### src/rtl/pc_sequencer.sv
// Next-PC controller: owns the fetch PC and arbitrates exception, redirect,
// halt and stall requests into the next fetch address and the flush pulses.
module pc_sequencer #(
  parameter logic [31:0] RESET_VECTOR = 32'h0000_0000,
  parameter logic [31:0] EXC_VECTOR   = 32'h0000_0180
) (
  input  logic        clk,
  input  logic        rst_n,
  input  logic        stall,
  input  logic        br_taken,
  input  logic [31:0] br_target,
  input  logic        jump,
  input  logic [31:0] jump_target,
  input  logic        exc_req,
  input  logic        halt_req,
  input  logic        resume,
  output logic [31:0] pc,
  output logic [31:0] pc_4,
  output logic        fetch_valid,
  output logic        flush_ifid,
  output logic        flush_idex,
  output logic        misalign,
  output logic        halted
);

  typedef enum logic [1:0] {BOOT, RUN, HALT} state_t;

  state_t      state_reg, state_next;
  logic [31:0] pc_reg, pc_next;
  logic [31:0] pc_4_reg, pc_4_next;
  logic        fetch_valid_reg, fetch_valid_next;
  logic        flush_reg, flush_next;
  logic        misalign_reg, misalign_next;
  logic        halted_reg, halted_next;
  logic [31:0] redir_target;
  logic [31:0] new_pc;

  // Jump wins over a simultaneous taken branch.
  assign redir_target = jump ? jump_target : br_target;

  always_ff @(posedge clk or negedge rst_n) begin
    if (!rst_n) begin
      state_reg       <= BOOT;
      pc_reg          <= RESET_VECTOR;
      pc_4_reg        <= RESET_VECTOR + 32'd4;
      fetch_valid_reg <= 1'b0;
      flush_reg       <= 1'b0;
      misalign_reg    <= 1'b0;
      halted_reg      <= 1'b0;
    end else begin
      state_reg       <= state_next;
      pc_reg          <= pc_next;
      pc_4_reg        <= pc_4_next;
      fetch_valid_reg <= fetch_valid_next;
      flush_reg       <= flush_next;
      misalign_reg    <= misalign_next;
      halted_reg      <= halted_next;
    end
  end

  always_comb begin
    state_next       = state_reg;
    pc_next          = pc_reg;
    pc_4_next        = pc_4_reg;
    fetch_valid_next = 1'b0;
    flush_next       = 1'b0;
    misalign_next    = misalign_reg;
    halted_next      = 1'b0;
    new_pc           = pc_reg;
    case (state_reg)
      BOOT: begin
        state_next       = RUN;
        fetch_valid_next = 1'b1;
      end
      RUN: begin
        if (exc_req) begin
          new_pc           = EXC_VECTOR;
          pc_next          = new_pc;
          pc_4_next        = new_pc + 32'd4;
          fetch_valid_next = 1'b1;
          flush_next       = 1'b1;
        end else if (br_taken || jump) begin
          // A redirect beats a stall: the older instruction in EX takes precedence.
          if (redir_target[1:0] != 2'b00) begin
            new_pc        = EXC_VECTOR;
            misalign_next = 1'b1;
          end else begin
            new_pc = redir_target;
          end
          pc_next          = new_pc;
          pc_4_next        = new_pc + 32'd4;
          fetch_valid_next = 1'b1;
          flush_next       = 1'b1;
        end else if (halt_req) begin
          state_next  = HALT;
          halted_next = 1'b1;
        end else if (!stall) begin
          pc_next          = pc_4_reg;
          pc_4_next        = pc_4_reg + 32'd4;
          fetch_valid_next = 1'b1;
        end
      end
      HALT: begin
        if (exc_req) begin
          new_pc           = EXC_VECTOR;
          pc_next          = new_pc;
          pc_4_next        = new_pc + 32'd4;
          fetch_valid_next = 1'b1;
          flush_next       = 1'b1;
          state_next       = RUN;
        end else if (resume) begin
          fetch_valid_next = 1'b1;
          state_next       = RUN;
        end else begin
          halted_next = 1'b1;
        end
      end
      default: state_next = BOOT;
    endcase
  end

  assign pc          = pc_reg;
  assign pc_4        = pc_4_reg;
  assign fetch_valid = fetch_valid_reg;
  assign flush_ifid  = flush_reg;
  assign flush_idex  = flush_reg;
  assign misalign    = misalign_reg;
  assign halted      = halted_reg;

endmodule

### config.mk
export PLATFORM = sky130hd
export DESIGN_NAME = pc_sequencer
export DESIGN_NICKNAME = d
export VERILOG_FILES = /design/src/rtl/pc_sequencer.sv
export SDC_FILE = /design/constraint.sdc
export NUM_CORES = 1
export LEC_CHECK = 0
export CAP_MARGIN = 10
export CORE_MARGIN = 10
export CORE_UTILIZATION = 30
export DETAILED_ROUTE_END_ITERATION = 6
export PLACE_DENSITY = 0.63
export SLEW_MARGIN = 0
export SYNTH_ARGS = -nofsm -noshare
export SYNTH_HDL_FRONTEND = slang
export SYNTH_SLANG_ARGS = --single-unit
### constraint.sdc
create_clock -name clk -period 2.4 [get_ports clk]
set_input_delay 0.48 -clock clk [delete_from_list [all_inputs] [get_ports clk]]
set_output_delay 0.48 -clock clk [all_outputs]
set_load 0.03 [all_outputs]
## After elaboration in Yosys (flattened, before gate mapping)

Cells that the tools add are included.
Widths: inputs -> output; s select.

| storage, ports and cells | value |
|---|---|
| flip-flop bits (word level) | 70 |
| input port bits | 72 |
| output and inout bits | 69 |
| logic and storage cells | 66 |

| cells by class | value |
|---|---|
| $add $sub $neg | 2 |
| equality and inequality tests | 9 |
| muxes and demuxes | 40 |
| bitwise gates (word level) | 1 |
| reduce and logical (&&, ||, !) cells | 7 |

Operators by type and width:

| cell | count |
|---|---|
| $mux 32 | 15 |
| $pmux 32 s2 | 2 |
| $add 32x3->32 const B | 2 |
| $mux 1 | 14 |
| $reduce_and 4->1 | 3 |
| $mux 2 | 5 |
| $ne 2x2->1 const B | 4 |
| $ne 4x4->1 const B | 2 |
| $pmux 2 s3 | 1 |
| $pmux 1 s2 | 2 |
| $reduce_bool 2->1 | 2 |
| $ne 3x3->1 const B | 1 |
| $pmux 1 s3 | 1 |
| $eq 2x1->1 const B | 1 |
| $eq 2x2->1 const B | 1 |
| $logic_not 2->1 | 1 |
| $logic_or 1x1->1 | 1 |
| $not 1->1 | 1 |

## Depth between registers and ports, before layout

| logic depth | value |
|---|---|
| depth after elaboration | 10 |
| depth in mapped cells | 16 |
| depth with buffers taken out | 9 |

## Worst setup path after synthesis

Ideal clock, no wire load.

| path | value |
|---|---|
| path kind | input to register |
| start | input port jump |
| end | register pc_4_reg[26], in the netlist pc_4[26] |
| setup time | 0.135 ns |
| arrival | 3.074 ns |
| data required time | 2.265 ns |
| setup slack | -0.810 ns |
| stages | 16 |
| buffers on the path | 7 |
| cell sequence | buf_4 buf_2 nor2_2 buf_4 buf_2 buf_1 nand2_1 o21ai_0 ha_1 nand2b_1 or2_2 clkbuf_1 clkbuf_1 nor4_1 xor2_1 o21ai_0 |

| between the ends | value |
|---|---|
| longest elaborated chain between the ends | 10 |
| elaborated cells between the ends (all ways) | 14 |
| those cells by class | add/sub (1); eq/ne (2); mux (8); reduce/logical (3) |

RTL lines:

| item | line | source |
|---|---|---|
| start, declared | 12 | `input logic jump,` |
| $mux 32 | 39 | `assign redir_target = jump ? jump_target : br_target;` |
| $reduce_bool 2->1 | 84 | `if (redir_target[1:0] != 2'b00) begin` |
| $mux 32 | 84 |  |
| $mux 32 | 82 | `end else if (br_taken \|\| jump) begin` |
| $mux 32 | 76 | `if (exc_req) begin` |
| $mux 32 | 70 | `case (state_reg)` |
| $add 32x3->32 | 91 | `pc_4_next = new_pc + 32'd4;` |
| $mux 32 | 82 |  |
| $mux 32 | 76 |  |
| $pmux 32 s2 | 70 |  |
| end signal, assigned | 45 | `pc_4_reg <= RESET_VECTOR + 32'd4;` |
| end signal, assigned | 53 | `pc_4_reg <= pc_4_next;` |
| end, declared | 30 | `logic [31:0] pc_4_reg, pc_4_next;` |

Several ways; a longest one is shown, not always the timed one. The select of a mux whose other input is x is not followed.
A chain may end at the register's enable or synchronous reset.

## Worst setup path in the final report

| path | value |
|---|---|
| start | input port jump |
| end | register pc_4_reg[17], in the netlist pc_4[17] |

Same word-level chain as after synthesis.

==> flow_metrics.tcl <==
set metrics [dict create \
    status "finished with violations" \
    violations "setup timing" \
    antenna_found_initial 0 \
    die_x_um 134 \
    finClkSkew_ns 0.0124 \
    grt_pass1_vias 4752 \
    rr_worst_depth 8 \
    die_h_um 134 \
    intPower_mw 3.10 \
    ios 141 \
    clk_latency_ns 0.34 \
    routed_via_density 5.26 \
    async_reset_ff_share_pct 100 \
    maxCapViolations 0 \
    yosys_warnings 0 \
    drc 0 \
    hp-class "in2async" \
    synth_xor_area_share_pct 4.68 \
    clk_pin_slew_ns 0.06 \
    synth-adder-area-share_pct 1.59 \
    crit_type "in2reg" \
    final_util_pct 56.9 \
    whs_ns 0.0979 \
    synth.yosys.seq_area_share_pct 44.6 \
    drive_gt1_share_pct 30.4 \
    num-nets-final 752 \
    tns_ns -0.295 \
    slew_headroom_pct 56.9 \
    gp_congestion 0.918 \
    period_share_pct 104 \
    cts_max_level 3 \
    grt-ovfl-total 0 \
    vias 4485 \
    initial_core_util_pct 30.9 \
    synth_top_family_by_area "simple AND/OR/NAND/NOR gates" \
    wl_per_cell_um 19.6 \
    core_um2 12700 \
    hpwl_mm 12.5 \
    row_count 41 \
    power_leakage_nw 3.21 \
    avgSynthCellArea_um2 9.25 \
    seq_power_share_pct 30.7 \
    synth_ff_type "dfrtp_1" \
    slew_violations 0 \
    synth_cell_type_count 57 \
    swShare_pct 38.2 \
    cts_root_buf "clkbuf_16" \
    peakVddDrop_mv 0.340 \
    grt.total_usage_pct 18.3 \
    p_total_mw 5.01 \
    syn-num-nets 502 \
    diodes 0 \
    die-area_um2 18100 \
    cts_buffers 9 \
    worst_slew_pin_slew_ns 0.647 \
    synth_edf_count 0 \
    cts_num_sinks 70 \
    first_pass_iters 6 \
    area_delta_synth_final_pct 84.2 \
    pre_cts_slack_ns -0.938 \
    grt_pass1_wl_mm 26.4 \
    port_buffers 140 \
    crit_required_ns 2.62 \
    critPathLaunchType "input pin" \
    finalCriticalPeriod_ns 2.51 \
    drtIter0Drc 363 \
    muxShareOfSynthArea_pct 1.02 \
    synthSimpleGateAreaFrac_pct 22.0 \
    clock.fmax_mhz 399 \
    p_per_area_nw_per_um2 692 \
    wl_mm 16.7 \
    cts_tree "done" \
    power.switching_mw 1.91 \
    ys_ff_latch 70 \
    syn_inst 425 \
    cts_buffer_depth 2 \
    pwr-share-comb_pct 44.6 \
    rsz0062_at_grt "true" \
    drtAntennaViolNets 0 \
    hold_viol 0 \
    clkPwrFrac_pct 24.7 \
    syn-cell-area_um2 3930 \
    setup_ws_ns -0.108 \
    synth_compound_area_share_pct 21.8 \
    cp-end-kind "flip-flop" \
    fill_cells 1150 \
    worstPathArrival_ns 2.73 \
    final-setup-viol-count 11 \
    cp_max_fo 7 \
    grt_max_degree 35 \
]
-- power by group through the flow --
stage | sequential, mW | combinational, mW | clock, mW
after detailed placement | 1.56 | 2.15 | 0
final | 1.54 | 2.24 | 1.24
after global placement | 1.55 | 2.13 | 0
after floorplan | 1.88 | 0.631 | 0
after global routing | 1.56 | 2.38 | 1.31
after CTS | 1.54 | 2.22 | 1.26
-- cells by family (layout without fill, tap and decap cells) --
family          count (synthesis)  count (layout)
mux                             4               4
xor+xnor                       21              21
compound gates                128             128
fa+ha+maj                       5               5
flops                          70              70
simple gates                  162             162
buf+inv                        35             290
-- cells in the mapped netlist, types with 2 or more instances --
| library cell | count | area, um^2 |
|---|---|---|
| buf_2 | 8 | 40.0 |
| buf_1 | 5 | 18.8 |
| o21ai_0 | 42 | 210 |
| nand2_1 | 75 | 282 |
| nand3_1 | 6 | 30.0 |
| o31ai_1 | 2 | 15.0 |
| a32o_1 | 2 | 20.0 |
| nor2b_1 | 6 | 37.5 |
| inv_1 | 4 | 15.0 |
| a221oi_1 | 4 | 35.0 |
| ha_1 | 5 | 62.6 |
| nand2b_1 | 3 | 18.8 |
| nor3_1 | 9 | 45.0 |
| buf_4 | 3 | 22.5 |
| o21ai_1 | 13 | 65.1 |
| nor3b_1 | 2 | 15.0 |
| nor4_2 | 5 | 62.6 |
| a22o_1 | 11 | 96.3 |
| a21oi_1 | 15 | 75.1 |
| buf_6 | 2 | 22.5 |
| or2_2 | 4 | 25.0 |
| nor4_1 | 10 | 62.6 |
| clkbuf_1 | 13 | 48.8 |
| xnor2_1 | 3 | 26.3 |
| and2_1 | 5 | 31.3 |
| nor4b_2 | 2 | 30.0 |
| mux2i_1 | 4 | 40.0 |
| a221o_1 | 2 | 20.0 |
| a31oi_1 | 5 | 31.3 |
| xor2_1 | 18 | 158 |
| a22oi_1 | 5 | 37.5 |
| nor2_1 | 19 | 71.3 |
| a21boi_0 | 4 | 30.0 |
| dfrtp_1 | 69 | 1730 |
| a222oi_1 | 15 | 150 |
| nand3b_1 | 4 | 30.0 |
-- area by class of cell --
class                           instances  area (um^2)  share of cell area (%)
Timing Repair Buffer                  270         2620                    36.2
Clock buffer                            9          225                    3.11
Tap cell                              172          215                    2.97
Multi-Input combinational cell        320         2370                    32.7
Inverter                                4         15.0                   0.207
Sequential cell                        70         1750                    24.2
Clock inverter                          7         48.8                   0.674
-- per-stage QoR --
| stage | cell area, um^2 | std cells |
|---|---|---|
| detailed placement | 6510 | 805 |
| CTS | 7210 | 850 |
| global route | 7240 | 852 |
| finish | 7240 | 852 |
| global placement | 6510 | 805 |
| floorplan | 4200 | 425 |
-- layer usage --
layer	wire length [um]	up-vias	global-route usage [%]
li1	-	2074	-
met1	7220	2229	21.6
met2	8330	155	31.7
met3	864	27	4.56
met4	308	0	5.62
met5	0	-	0
-- worst max-delay path, stage by stage --
cell and delay, ns:
buf_12 0.11, nor4b_4 0.31, buf_12 0.15, buf_12 0.11, a222oi_1 0.10, or4_4 0.65
buf_12 0.19, nor4_4 0.17, mux2i_1 0.12, a221o_1 0.32
-- worst paths after layout --
| path | start | slack, ns | to |
|---|---|---|---|
| hold / removal | rst_n | 0.1 | pc[17] |
| setup / recovery | jump | -0.11 | pc_4[17] |
| min in group clk | misalign | 0.48 | misalign |
| hold reg to reg | misalign | 0.48 | misalign |
| setup reg to reg | pc_4[4] | 0.22 | pc_4[31] |
| max in group asynchronous | rst_n | 1.70 | pc_4[9] |
-- cell usage in the layout (no fill, tap or decap), drive strengths merged, types with 4 or more instances in the layout --
| master | netlist | routed |
|---|---|---|
| a21boi | 4 | 4 |
| a21oi | 15 | 15 |
| a221oi | 4 | 4 |
| a222oi | 15 | 15 |
| a22o | 11 | 11 |
| a22oi | 5 | 5 |
| a31oi | 5 | 5 |
| and2 | 5 | 5 |
| buf | 18 | 137 |
| clkbuf | 13 | 9 |
| clkdlybuf4s50 | 0 | 130 |
| clkinvlp | 0 | 4 |
| dfrtp | 69 | 69 |
| ha | 5 | 5 |
| inv | 4 | 5 |
| mux2i | 4 | 4 |
| nand2 | 76 | 76 |
| nand3 | 6 | 6 |
| nand3b | 4 | 4 |
| nor2 | 20 | 20 |
| nor2b | 6 | 6 |
| nor3 | 9 | 9 |
| nor4 | 16 | 16 |
| o21ai | 55 | 55 |
| or2 | 4 | 4 |
| xor2 | 18 | 18 |
-- timing repair --
item	CTS	global route
gates cloned	3	0
hold buffers	0	0
pin swaps	36	27
resized for setup	60	18
setup endpoints to repair	62	27
setup buffers	26	6
No activity file was read; power rests on OpenSTA's default activity.
